File: src/rtl/hazard_scoreboard_pkg.sv
// Shared constants and types for the decode-stage RAW hazard scoreboard.
// Register count, select width and pending-counter width live here.
package hazard_scoreboard_pkg;

    localparam int NREG = 8;
    localparam int SELW = 3;
    localparam int CNTW = 2;

    typedef logic [SELW-1:0] REG_SEL_T;
    typedef logic [CNTW-1:0] CNT_T;

    localparam CNT_T CNT_MAX = '1;

endpackage

File: src/rtl/hazard_scoreboard_scbd_counter.sv
// One saturating pending-write counter: one increment and two decrements per cycle.
// The fault output flags an overflow or underflow of the update in flight.
module scbd_counter
    import hazard_scoreboard_pkg::*;
(
    input  logic clk,
    input  logic rst,
    input  logic inc,
    input  logic dec0,
    input  logic dec1,
    output CNT_T count,
    output logic fault
);

    localparam int W = CNTW + 1;

    logic [W-1:0] sumUp;
    logic [W-1:0] decSum;
    logic [W-1:0] diff;
    CNT_T         nextCount;

    always_comb begin
        sumUp     = {1'b0, count} + W'(inc);
        decSum    = W'(dec0) + W'(dec1);
        diff      = sumUp - decSum;
        nextCount = diff[CNTW-1:0];
        fault     = 1'b0;
        if (sumUp < decSum) begin
            // More retirements than pending writes: clamp at empty.
            nextCount = '0;
            fault     = 1'b1;
        end else if (diff > W'(CNT_MAX)) begin
            nextCount = CNT_MAX;
            fault     = 1'b1;
        end
    end

    always_ff @(posedge clk or posedge rst) begin
        if (rst) begin
            count <= '0;
        end else begin
            count <= nextCount;
        end
    end

endmodule

File: src/rtl/hazard_scoreboard.sv
// Decode-stage RAW hazard scoreboard; stall while a used source has an unretired write.
// Define HAZARD_SCOREBOARD_STATS_EN to add the stall_cycles statistics output.
module hazard_scoreboard
    import hazard_scoreboard_pkg::*;
(
    input  logic     clk,
    input  logic     rst,
    input  logic     id_valid,
    input  REG_SEL_T rs_sel,
    input  logic     rs_used,
    input  REG_SEL_T rt_sel,
    input  logic     rt_used,
    input  REG_SEL_T dst_sel,
    input  logic     dst_en,
    input  REG_SEL_T wb_sel,
    input  logic     wb_en,
    input  REG_SEL_T kill_sel,
    input  logic     kill_en,
    output logic     stall,
    output logic     err
`ifdef HAZARD_SCOREBOARD_STATS_EN
    ,
    output logic [15:0] stall_cycles
`endif
);

    CNT_T            pend [NREG];
    logic [NREG-1:0] incVec;
    logic [NREG-1:0] wbVec;
    logic [NREG-1:0] killVec;
    logic [NREG-1:0] faultVec;
    logic            rsHit;
    logic            rtHit;
    logic            issue;

    // A writeback this cycle is forwarded by the register file, so it hides one pending write.
    function automatic logic hit(input CNT_T cnt, input logic wbHere);
        return cnt > CNT_T'(wbHere);
    endfunction

    always_comb begin
        rsHit = hit(pend[rs_sel], wb_en && (wb_sel == rs_sel));
        rtHit = hit(pend[rt_sel], wb_en && (wb_sel == rt_sel));
        stall = id_valid && ((rs_used && rsHit) || (rt_used && rtHit));
        issue = id_valid && !stall && dst_en;
    end

    always_comb begin
        incVec  = '0;
        wbVec   = '0;
        killVec = '0;
        incVec[dst_sel]  = issue;
        wbVec[wb_sel]    = wb_en;
        killVec[kill_sel] = kill_en;
    end

    for (genvar r = 0; r < NREG; r++) begin : genCnt
        scbd_counter uCnt (
            .clk   (clk),
            .rst   (rst),
            .inc   (incVec[r]),
            .dec0  (wbVec[r]),
            .dec1  (killVec[r]),
            .count (pend[r]),
            .fault (faultVec[r])
        );
    end

    always_ff @(posedge clk or posedge rst) begin
        if (rst) begin
            err <= 1'b0;
        end else if (|faultVec) begin
            err <= 1'b1;
        end
    end

`ifdef HAZARD_SCOREBOARD_STATS_EN
    always_ff @(posedge clk or posedge rst) begin
        if (rst) begin
            stall_cycles <= '0;
        end else if (stall) begin
            stall_cycles <= stall_cycles + 16'd1;
        end
    end
`endif

endmodule

File: config.mk
export PLATFORM = sky130hd
export DESIGN_NAME = hazard_scoreboard
export DESIGN_NICKNAME = d
export VERILOG_FILES = /design/src/rtl/hazard_scoreboard_pkg.sv /design/src/rtl/hazard_scoreboard_scbd_counter.sv /design/src/rtl/hazard_scoreboard.sv
export SDC_FILE = /design/constraint.sdc
export NUM_CORES = 1
export LEC_CHECK = 0
export CORE_UTILIZATION = 62
export DETAILED_ROUTE_END_ITERATION = 12
export PLACE_DENSITY = 0.89
export SLEW_MARGIN = 20
export SYNTH_ARGS = -nofsm -noshare
export SYNTH_HDL_FRONTEND = slang
export SYNTH_SLANG_ARGS = --single-unit
File: constraint.sdc
create_clock -name clk -period 8.3 [get_ports clk]
set_clock_uncertainty 0.05 [all_clocks]
set_input_delay 1.66 -clock clk [delete_from_list [all_inputs] [get_ports clk]]
set_output_delay 1.66 -clock clk [all_outputs]
set_load 0.03 [all_outputs]
==> impl_metrics.csv, run 1 <==
group,metric,value,unit
status,status,"finished clean",
cts,postCtsSetupBuffers,0,
yosys,syn-cell-area,0.00231,mm2
timing,setup_tns,0,ns
grt,overflow,0,
placed_design,gp_congestion,0.841,
finish,layout-drive-gt1-share,5.68,%
finish,area_delta_synth_final,13.4,%
cts,cts_resized,0,
yosys,ys_ff_latch,17,
cts,max-clock-path-buffers,2,
placed_design,portBuffers,24,
worst_setup_path,crit_buf_inv,2,
worst_setup_path,cp_common_cell,"clkdlybuf4s50_1",
worst_setup_path,cpMaxStageDelayCell,"clkdlybuf4s50_1",
routing,route.detailed.drc,0,
yosys,synthTopCellsByArea,"dfrtp_1 18%, ha_1 18%, fa_1 14%",
floorplan,core,0.00344,mm2
cts,cts_inserted_buffers,3,
floorplan,die_h,63.1,um
worst_setup_path,path_depth,8,
worst_setup_path,critPathKind,"input pin to output port",
routing,wl_per_cell,16.6,um
routing,vias_per_cell,6.00,
timing,finalSetupViolations,0,
placed_design,placed_area,0.00258,mm2
timing,clock.fmax,155,MHz
floorplan,dieArea,0.00398,mm2
min_path,hp-class,"flop to flop",
floorplan,row_count,21,
finish,antenna_cells,0,
worst_setup_path,crit_chain,"clkdlybuf4s50_1 > mux4_1 > mux2i_1 > ha_1 > or2_2 > a21oi_1 > a31o_2 > clkdlybuf4s50_1",
power,ir_drop,132,uV
worst_setup_path,critPathLaunch,"rs_sel[0]",
timing,min_period,6.45,ns
routing,drt_wl_total,5140,um
finish,final_area,0.00262,mm2
worst_setup_path,crit_arrival,4.74,ns
routing,dr.first_iter.drc_count,93,
finish,fillCellCount,253,
routing,ant_nets,0,
grt,grt_max_degree,18,
timing,hold_violations,0,
power,powerDensity,197,mW/mm2
yosys,syn_inst,241,
grt,grt_use_total,29.0,%
grt,antenna_found_initial,0,
floorplan,die_x,63.1,um
worst_setup_path,cp_max_fo,7,
yosys,synth_top_area_share,18.4,%
timing,finalMaxSlewViolations,0,
worst_setup_path,cp-endpoint,"stall",
cts,clk_latency,0.26,ns
grt,grt_pass1_vias,1895,
yosys,synth_area_leader_cell,"dfrtp_1",
routing,vias,1860,
cts,root_buffer,"clkbuf_8",
worst_setup_path,r2r_slack,3.99,ns
timing,hold_ws,0.476,ns
worst_setup_path,r2r-end,"err",
yosys,avgSynthCellArea,9.60,um2
worst_setup_path,reg2reg_depth,14,
timing,slew-limit-headroom,40.1,%
floorplan,start_util,67.2,%
yosys,synth_seq_area_share,18.4,%
timing,tightest_slew,0.885,ns
routing,firstDrtPassIters,4,
power,leakagePower,1.19,nW
placed_design,hpwl,4350,um
worst_setup_path,crit_path_end_kind,"output port",
yosys,synth_cell_types,40,
flow_run,maxCapViolations,0,
worst_setup_path,critPathTopFamily,"buffers and inverters",
cts,cts_hold_buffers,0,
cts,clk_pin_slew_worst_paths,0.08,ns
worst_setup_path,cp.required,6.59,ns
yosys,yosys_warnings,0,
worst_setup_path,critPathMaxStageDelay,0.70,ns
cts,cts.sinks,17,
timing,post-route-period-util,77.7,%
cts,htree_levels,1,
timing,rsz0062_at_grt,"no",
yosys,syn_nets,314,
finish,final_net_count,338,
grt,grt_pass1_wl,8760,um
floorplan,io_pins,25,
worst_setup_path,r2r_start,"genCnt[3].uCnt.count[0]",
cts,cts_tree,"built",
worst_setup_path,startpoint_type,"input pin",
logic make-up after synthesis:
logic type	Yosys count	synth area share, %
XOR/XNOR	12	4.54
multiplexers	13	8.92
AND/OR/NAND/NOR	68	15.8
flip-flops	17	18.4
AO/OA/AOI/OAI	38	12.4
buffers and inverters	43	7.63
adder cells (fa/ha/maj)	50	32.2
metrics by stage:
step                      setup slack [ns]  total power [mW]  util (%)  instances
after global routing                  1.75             0.567      76.2        310
after CTS                             1.87             0.516      76.2        310
final                                 1.85             0.517      76.2        310
after floorplan                       3.08             0.368         -        241
after global placement                2.04             0.435      74.9        306
after detailed placement              1.83             0.452      74.9        306
cell usage in the layout (no fill, tap or decap), types with 2 or more instances in the layout:
cell type	n
a31oi_1	2
nor3_1	10
nand2_1	11
a21oi_1	15
xnor2_1	6
clkbuf_8	3
nand2b_1	8
nand3b_1	3
mux4_2	3
nand4_1	2
o21ai_0	4
a21o_1	2
xor2_1	6
nor2b_1	3
a221oi_1	4
clkdlybuf4s50_1	24
dfrtp_1	17
mux2i_1	6
nor2_1	18
inv_1	38
mux4_1	2
nor4_1	7
fa_1	16
or4b_1	2
ha_1	34
o31a_1	3
worst min-delay path: cells and delay by family (launching register included):
family	cells	cell delay, ns
DFF	1	0.36
and+or+nand+nor	2	0.13
state kept, by name, indices dropped and copies added, names as in the netlist:
register / count
err: 1
genCnt.uCnt.count: 16
Yosys cell counts:
cell and number:
o32ai_1 1, a21boi_4 1, o31a_1 3, a21oi_1 15, nor2b_1 3, o21ai_0 4, mux2_4 1, mux4_1 2
mux4_2 3, nand3b_1 3, nor4_1 7, mux2_2 1, nand2_1 11, or4_1 1, nand3_1 1, inv_1 38
a31o_2 1, a31oi_1 2, nor2_1 18, nand2b_1 8, clkbuf_1 3, nor3_1 10, fa_1 16, o311ai_1 1
o22ai_2 1, or2_2 1, a221oi_1 4, ha_1 34, o21a_1 1, xor2_1 6, a2111oi_4 1, a21o_1 2
or4b_1 2, nor4_4 1, buf_6 2, dfrtp_1 17, xnor2_1 6, o2111a_1 1, mux2i_1 6, nand4_1 2
worst min-delay path by stage:
stage,cells after the start,to,slack [ns],from
2_1_floorplan,2,genCnt[5].uCnt.count[1],0.63,genCnt[5].uCnt.count[1]
3_3_place_gp,2,err,0.45,err
3_5_place_dp,2,err,0.47,err
4_1_cts,2,err,0.48,err
5_1_grt,2,err,0.51,err
6_report,2,err,0.48,err
cell type report:
class / count / area, um2 / area share (%)
Clock buffer: 3 / 41.3 / 1.57
Sequential cell: 17 / 425 / 16.2
Tap cell: 46 / 57.6 / 2.19
Clock inverter: 1 / 5.00 / 0.191
Multi-Input combinational cell: 181 / 1710 / 65.2
Timing Repair Buffer: 24 / 240 / 9.16
Inverter: 38 / 143 / 5.44
per-layer routing:
metal / GRT usage (%) / part of all wire (%) / up-vias
li1: - / - / 895
met2: 48.3 / 49 / 63
met1: 37.5 / 43 / 881
met5: 0 / 0 / -
met3: 3.62 / 3.9 / 21
met4: 13.1 / 3.8 / 0
where the power goes:
| part | internal, mW | switching, mW | total, mW |
|---|---|---|---|
| combinational | 0.142 | 0.153 | 0.294 |
| sequential | 0.117 | 0.0427 | 0.159 |
| clock | 0.0334 | 0.0301 | 0.0635 |
| total | 0.292 | 0.225 | 0.517 |
Note: power is estimated with default switching activity, not from simulation.
==> inputs of run 2 (changes only) <==
CORE_UTILIZATION = 58   (was 62)
PLACE_DENSITY = 0.85   (was 0.89)
clock period = 6.5 ns   (was 8.3 ns; I/O delays follow)
==> run 2 against run 1 <==
Hold slack better by 0.022 ns; global-route usage decreased by 1.9 points; clock power up 24%; sequential share of layout area fell by 0.054 points; via count up 1.7%; worst setup slack worse by 1.0 ns; wire length fell by 0.82%; flip-flop and latch count is the same; non-clock buffer count is 1 higher; first-iteration DRC count increased by 15%.
==> impl_metrics.csv, run 2 (synthesis results as in run 1) <==
group,metric,value,unit
cts,clk_latency,0.25,ns
timing,hold_violations,0,
finish,fillCellCount,292,
finish,seqCellArea,425,um2
grt,grt_pass1_vias,1881,
finish,final_net_count,339,
placed_design,hpwl,4340,um
finish,finalNonFillerCells,313,
cts,cts_tree,"built",
finish,final_common_cell,"inv_1",
worst_setup_path,startpoint_type,"input pin",
floorplan,start_util,61.8,%
cts,cts.sinks,17,
timing,tightest_slew,0.853,ns
cts,htree_levels,1,
floorplan,die_h,65.2,um
worst_setup_path,crit_chain,"clkdlybuf4s50_1 > mux4_1 > mux2i_1 > ha_1 > or2_2 > a21oi_1 > a31o_2 > clkdlybuf4s50_1",
timing,rsz0062_at_grt,"no",
cts,postCtsSetupBuffers,0,
flow_run,maxCapViolations,0,
status,status,"finished clean",
floorplan,io_pins,25,
placed_design,gp_congestion,0.848,
finish,layout_common_cells,"38 x inv_1, 34 x ha_1, 24 x clkdlybuf4s50_1",
timing,clock.fmax,176,MHz
timing,hold_ws,0.498,ns
timing,slew-limit-headroom,42.2,%
finish,layout-drive-gt1-share,5.66,%
routing,route.detailed.drc,0,
floorplan,dieArea,0.00425,mm2
routing,dr.first_iter.drc_count,107,
timing,finalMaxSlewViolations,0,
worst_setup_path,crit_buf_inv,2,
grt,grt_pass1_wl,8600,um
cts,cts_hold_buffers,0,
timing,finalSetupViolations,0,
routing,ant_nets,0,
cts,clk_pin_slew_worst_paths,0.06,ns
grt,grt_max_degree,18,
worst_setup_path,cp.required,5.15,ns
finish,area_delta_synth_final,13.8,%
placed_design,portBuffers,24,
grt,antenna_found_initial,0,
finish,largest_register_ffs,16,
worst_setup_path,crit_arrival,4.33,ns
worst_setup_path,cp_common_cell,"clkdlybuf4s50_1",
floorplan,die_x,65.2,um
timing,min_period,5.68,ns
worst_setup_path,r2r_slack,2.35,ns
cts,cts_resized,0,
cts,cts_inserted_buffers,3,
timing,post-route-period-util,87.4,%
worst_setup_path,critPathKind,"input pin to output port",
floorplan,row_count,22,
finish,multi_input_area,0.00171,mm2
worst_setup_path,crit_path_end_kind,"output port",
power,leakagePower,1.19,nW
worst_setup_path,critPathMaxStageDelay,0.73,ns
worst_setup_path,cp_max_fo,7,
cts,max-clock-path-buffers,2,
power,ir_drop,150,uV
grt,overflow,0,
floorplan,core,0.00374,mm2
power,finalPower,0.653,mW
power,powerDensity,248,mW/mm2
routing,wl_per_cell,16.3,um
finish,largestRegisters,"genCnt.uCnt.count: 16 flops, err: 1 flops",
routing,drt_wl_total,5100,um
placed_design,placed_cells,309,
grt,grt_use_total,27.1,%
finish,regMostFlops,"genCnt.uCnt.count",
finish,antenna_cells,0,
routing,vias_per_cell,6.04,
timing,setup_tns,0,ns
finish,final_core_util,70.3,%
routing,vias,1891,
worst_setup_path,critPathTopFamily,"buffers and inverters",
routing,firstDrtPassIters,4,
cts,root_buffer,"clkbuf_8",
worst_setup_path,cpMaxStageDelayCell,"clkdlybuf4s50_1",
min_path,hp-class,"flop to flop",
## run 2: cell types whose count changed in the layout (fill, tap and decap cells not counted), sizes merged
cell / before / now
clkinv: 1 / 0
clkbuf: 3 / 4
buf: 0 / 1
## run 2: routing by layer
layer / up-vias / routed length [um] / GRT usage, %
li1: 897 / - / -
met1: 907 / 2200 / 35.0
met2: 70 / 2480 / 47.3
met3: 17 / 250 / 3.30
met5: - / 0 / 0
met4: 0 / 161 / 8.70
## run 2: worst paths after layout
path | start | endpoint | depth (start not counted)
setup / recovery | rs_sel[0] | stall | 8
hold / removal | err | err | 2
setup reg to reg | genCnt[3].uCnt.count[0] | err | 14
hold reg to reg | err | err | 2
max in group asynchronous | rst | genCnt[2].uCnt.count[0] | 2
min in group asynchronous | rst | genCnt[5].uCnt.count[0] | 2
## run 2: worst reg2reg max path: cells and delay by family, from the launching register on
kind,cells,cell delay [ns]
xor+xnor,1,0.27
flops,1,0.41
simple gates,5,0.73
fa+ha+maj,4,1.18
mux,2,0.63
compound gates,1,0.71
buf+inv,1,0.05
## run 2: layout make-up
cell class | instances | area share, %
multi-input cells | 181 | 65.0
flip-flops and latches | 17 | 16.2
repair buffers | 25 | 9.41
inverters | 38 | 5.42
well taps | 48 | 2.28
clock buffers | 4 | 1.71
## run 2: stage by stage
stage                     setup slack (ns)  area, um2
after floorplan                       1.64       2310
after global placement               0.874       2590
after detailed placement             0.768       2590
after CTS                            0.830       2630
after global routing                 0.709       2630
final                                0.819       2630
## run 2: power breakdown
group | internal (mW) | switching, mW | leakage, nW | total [mW]
logic | 0.181 | 0.194 | 0.954 | 0.375
registers | 0.149 | 0.0502 | 0.213 | 0.199
clock network | 0.0435 | 0.0351 | 0.0228 | 0.0786
==> inputs of run 3 (changes only) <==
CTS_CLUSTER_DIAMETER = 150   (was unset)
PLACE_DENSITY = 0.81   (was 0.85)
==> run 3 against run 2 <==
First-iteration DRC count down 23%; core utilization unchanged; cell area unchanged; sequential share of layout area unchanged; clock-buffer cell count unchanged; combinational power about the same; largest power group unchanged; fmax up 1.4%; flip-flop and latch count unchanged; power up 1.1%; clock power up 5.5%; cell count unchanged; sequential power up 3%; highest routed layer unchanged.
==> impl_metrics.csv, run 3 (synthesis results as in run 1) <==
group,metric,value,unit
status,status,"finished clean",
routing,dr.first_iter.drc_count,82,
worst_setup_path,cp_max_fo,7,
finish,regMostFlops,"genCnt.uCnt.count",
min_path,hp-class,"flop to flop",
finish,final_net_count,339,
finish,multi_input_area,0.00171,mm2
placed_design,gp_congestion,0.862,
cts,root_buffer,"clkbuf_8",
cts,htree_levels,1,
timing,tightest_slew,0.683,ns
worst_setup_path,startpoint_type,"input pin",
timing,finalSetupViolations,0,
worst_setup_path,crit_path_end_kind,"output port",
cts,max-clock-path-buffers,2,
floorplan,dieArea,0.00425,mm2
grt,grt_max_degree,18,
finish,largest_register_ffs,16,
timing,rsz0062_at_grt,"no",
worst_setup_path,crit_chain,"clkdlybuf4s50_1 > mux4_1 > mux2i_1 > ha_1 > or2_2 > a21oi_1 > a31o_2 > clkdlybuf4s50_1",
routing,ant_nets,0,
finish,layout-drive-gt1-share,5.66,%
floorplan,die_h,65.2,um
grt,grt_use_total,28.3,%
worst_setup_path,critPathMaxStageDelay,0.71,ns
finish,area_delta_synth_final,13.8,%
grt,overflow,0,
timing,clock.fmax,178,MHz
routing,vias_per_cell,5.85,
placed_design,hpwl,4390,um
finish,fillCellCount,294,
worst_setup_path,cpMaxStageDelayCell,"clkdlybuf4s50_1",
floorplan,io_pins,25,
cts,cts.sinks,17,
finish,final_common_cell,"inv_1",
floorplan,core,0.00374,mm2
routing,drt_wl_total,5150,um
power,leakagePower,1.19,nW
routing,vias,1830,
grt,antenna_found_initial,0,
cts,cts_resized,0,
finish,final_core_util,70.3,%
floorplan,die_x,65.2,um
routing,route.detailed.drc,0,
placed_design,portBuffers,24,
cts,postCtsSetupBuffers,0,
timing,setup_tns,0,ns
worst_setup_path,cp.required,5.15,ns
cts,cts_hold_buffers,0,
timing,finalMaxSlewViolations,0,
worst_setup_path,crit_arrival,4.25,ns
power,powerDensity,251,mW/mm2
finish,layout_common_cells,"38 x inv_1, 34 x ha_1, 24 x clkdlybuf4s50_1",
floorplan,row_count,22,
cts,clk_pin_slew_worst_paths,0.07,ns
grt,grt_pass1_wl,8990,um
finish,seqCellArea,425,um2
grt,grt_pass1_vias,1910,
routing,firstDrtPassIters,4,
timing,post-route-period-util,86.2,%
timing,min_period,5.60,ns
cts,cts_inserted_buffers,3,
cts,clk_latency,0.26,ns
cts,cts_tree,"built",
finish,antenna_cells,0,
routing,wl_per_cell,16.5,um
flow_run,maxCapViolations,0,
worst_setup_path,critPathKind,"input pin to output port",
timing,slew-limit-headroom,54.4,%
finish,largestRegisters,"genCnt.uCnt.count: 16 flops, err: 1 flops",
power,finalPower,0.660,mW
worst_setup_path,cp_common_cell,"clkdlybuf4s50_1",
floorplan,start_util,61.8,%
power,ir_drop,147,uV
timing,hold_violations,0,
[run 3: report_power, final]
part	total, mW	internal [mW]	switching [mW]	leakage (nW)
Sequential	0.205	0.149	0.0557	0.213
Clock	0.0829	0.0436	0.0393	0.0228
Combinational	0.373	0.181	0.192	0.953
Total	0.660	0.374	0.287	1.19
[run 3: final timing paths]
kind / start / end / slack (ns) / cells past startpoint
worst min-delay path: err / err / 0.50 / 2
min in group asynchronous: rst / err / 1.39 / 2
max in group asynchronous: rst / genCnt[2].uCnt.count[1] / 4.58 / 2
worst min register to register: err / err / 0.50 / 2
worst max register to register: genCnt[7].uCnt.count[0] / err / 2.45 / 15
worst max-delay path: rs_sel[0] / stall / 0.90 / 8
[run 3: per-layer routing]
metal | part of all wire (%) | global-route usage, % | wire length (um)
met2 | 48 | 49.6 | 2460
met1 | 46 | 35.9 | 2360
met5 | 0 | 0 | 0
met4 | 2.2 | 8.97 | 111
met3 | 4.2 | 3.99 | 215
[run 3: critical path, delay by kind of cell]
kind | cells | cell delay, ns
AO/OA/AOI/OAI | 2 | 0.27
AND/OR/NAND/NOR | 1 | 0.31
adder cells (fa/ha/maj) | 1 | 0.24
buffers and inverters | 2 | 1.37
multiplexers | 2 | 0.76
[run 3: through the flow]
step | setup slack, ns | cells | hold WS, ns | instance area, um2
global placement | 0.793 | 309 | 0.470 | 2590
floorplan | 1.64 | 241 | 0.631 | 2310
CTS | 0.906 | 313 | 0.503 | 2630
finish | 0.898 | 313 | 0.499 | 2630
detailed placement | 0.680 | 309 | 0.475 | 2590
global route | 0.676 | 313 | 0.539 | 2630
[run 3: final cells by class]
| type | instances | share of cell area (%) |
|---|---|---|
| multi-input combinational | 181 | 65.0 |
| sequential | 17 | 16.2 |
| clock buffer | 4 | 1.71 |
| timing repair buffer | 25 | 9.41 |
| tap | 48 | 2.28 |
| inverter | 38 | 5.42 |
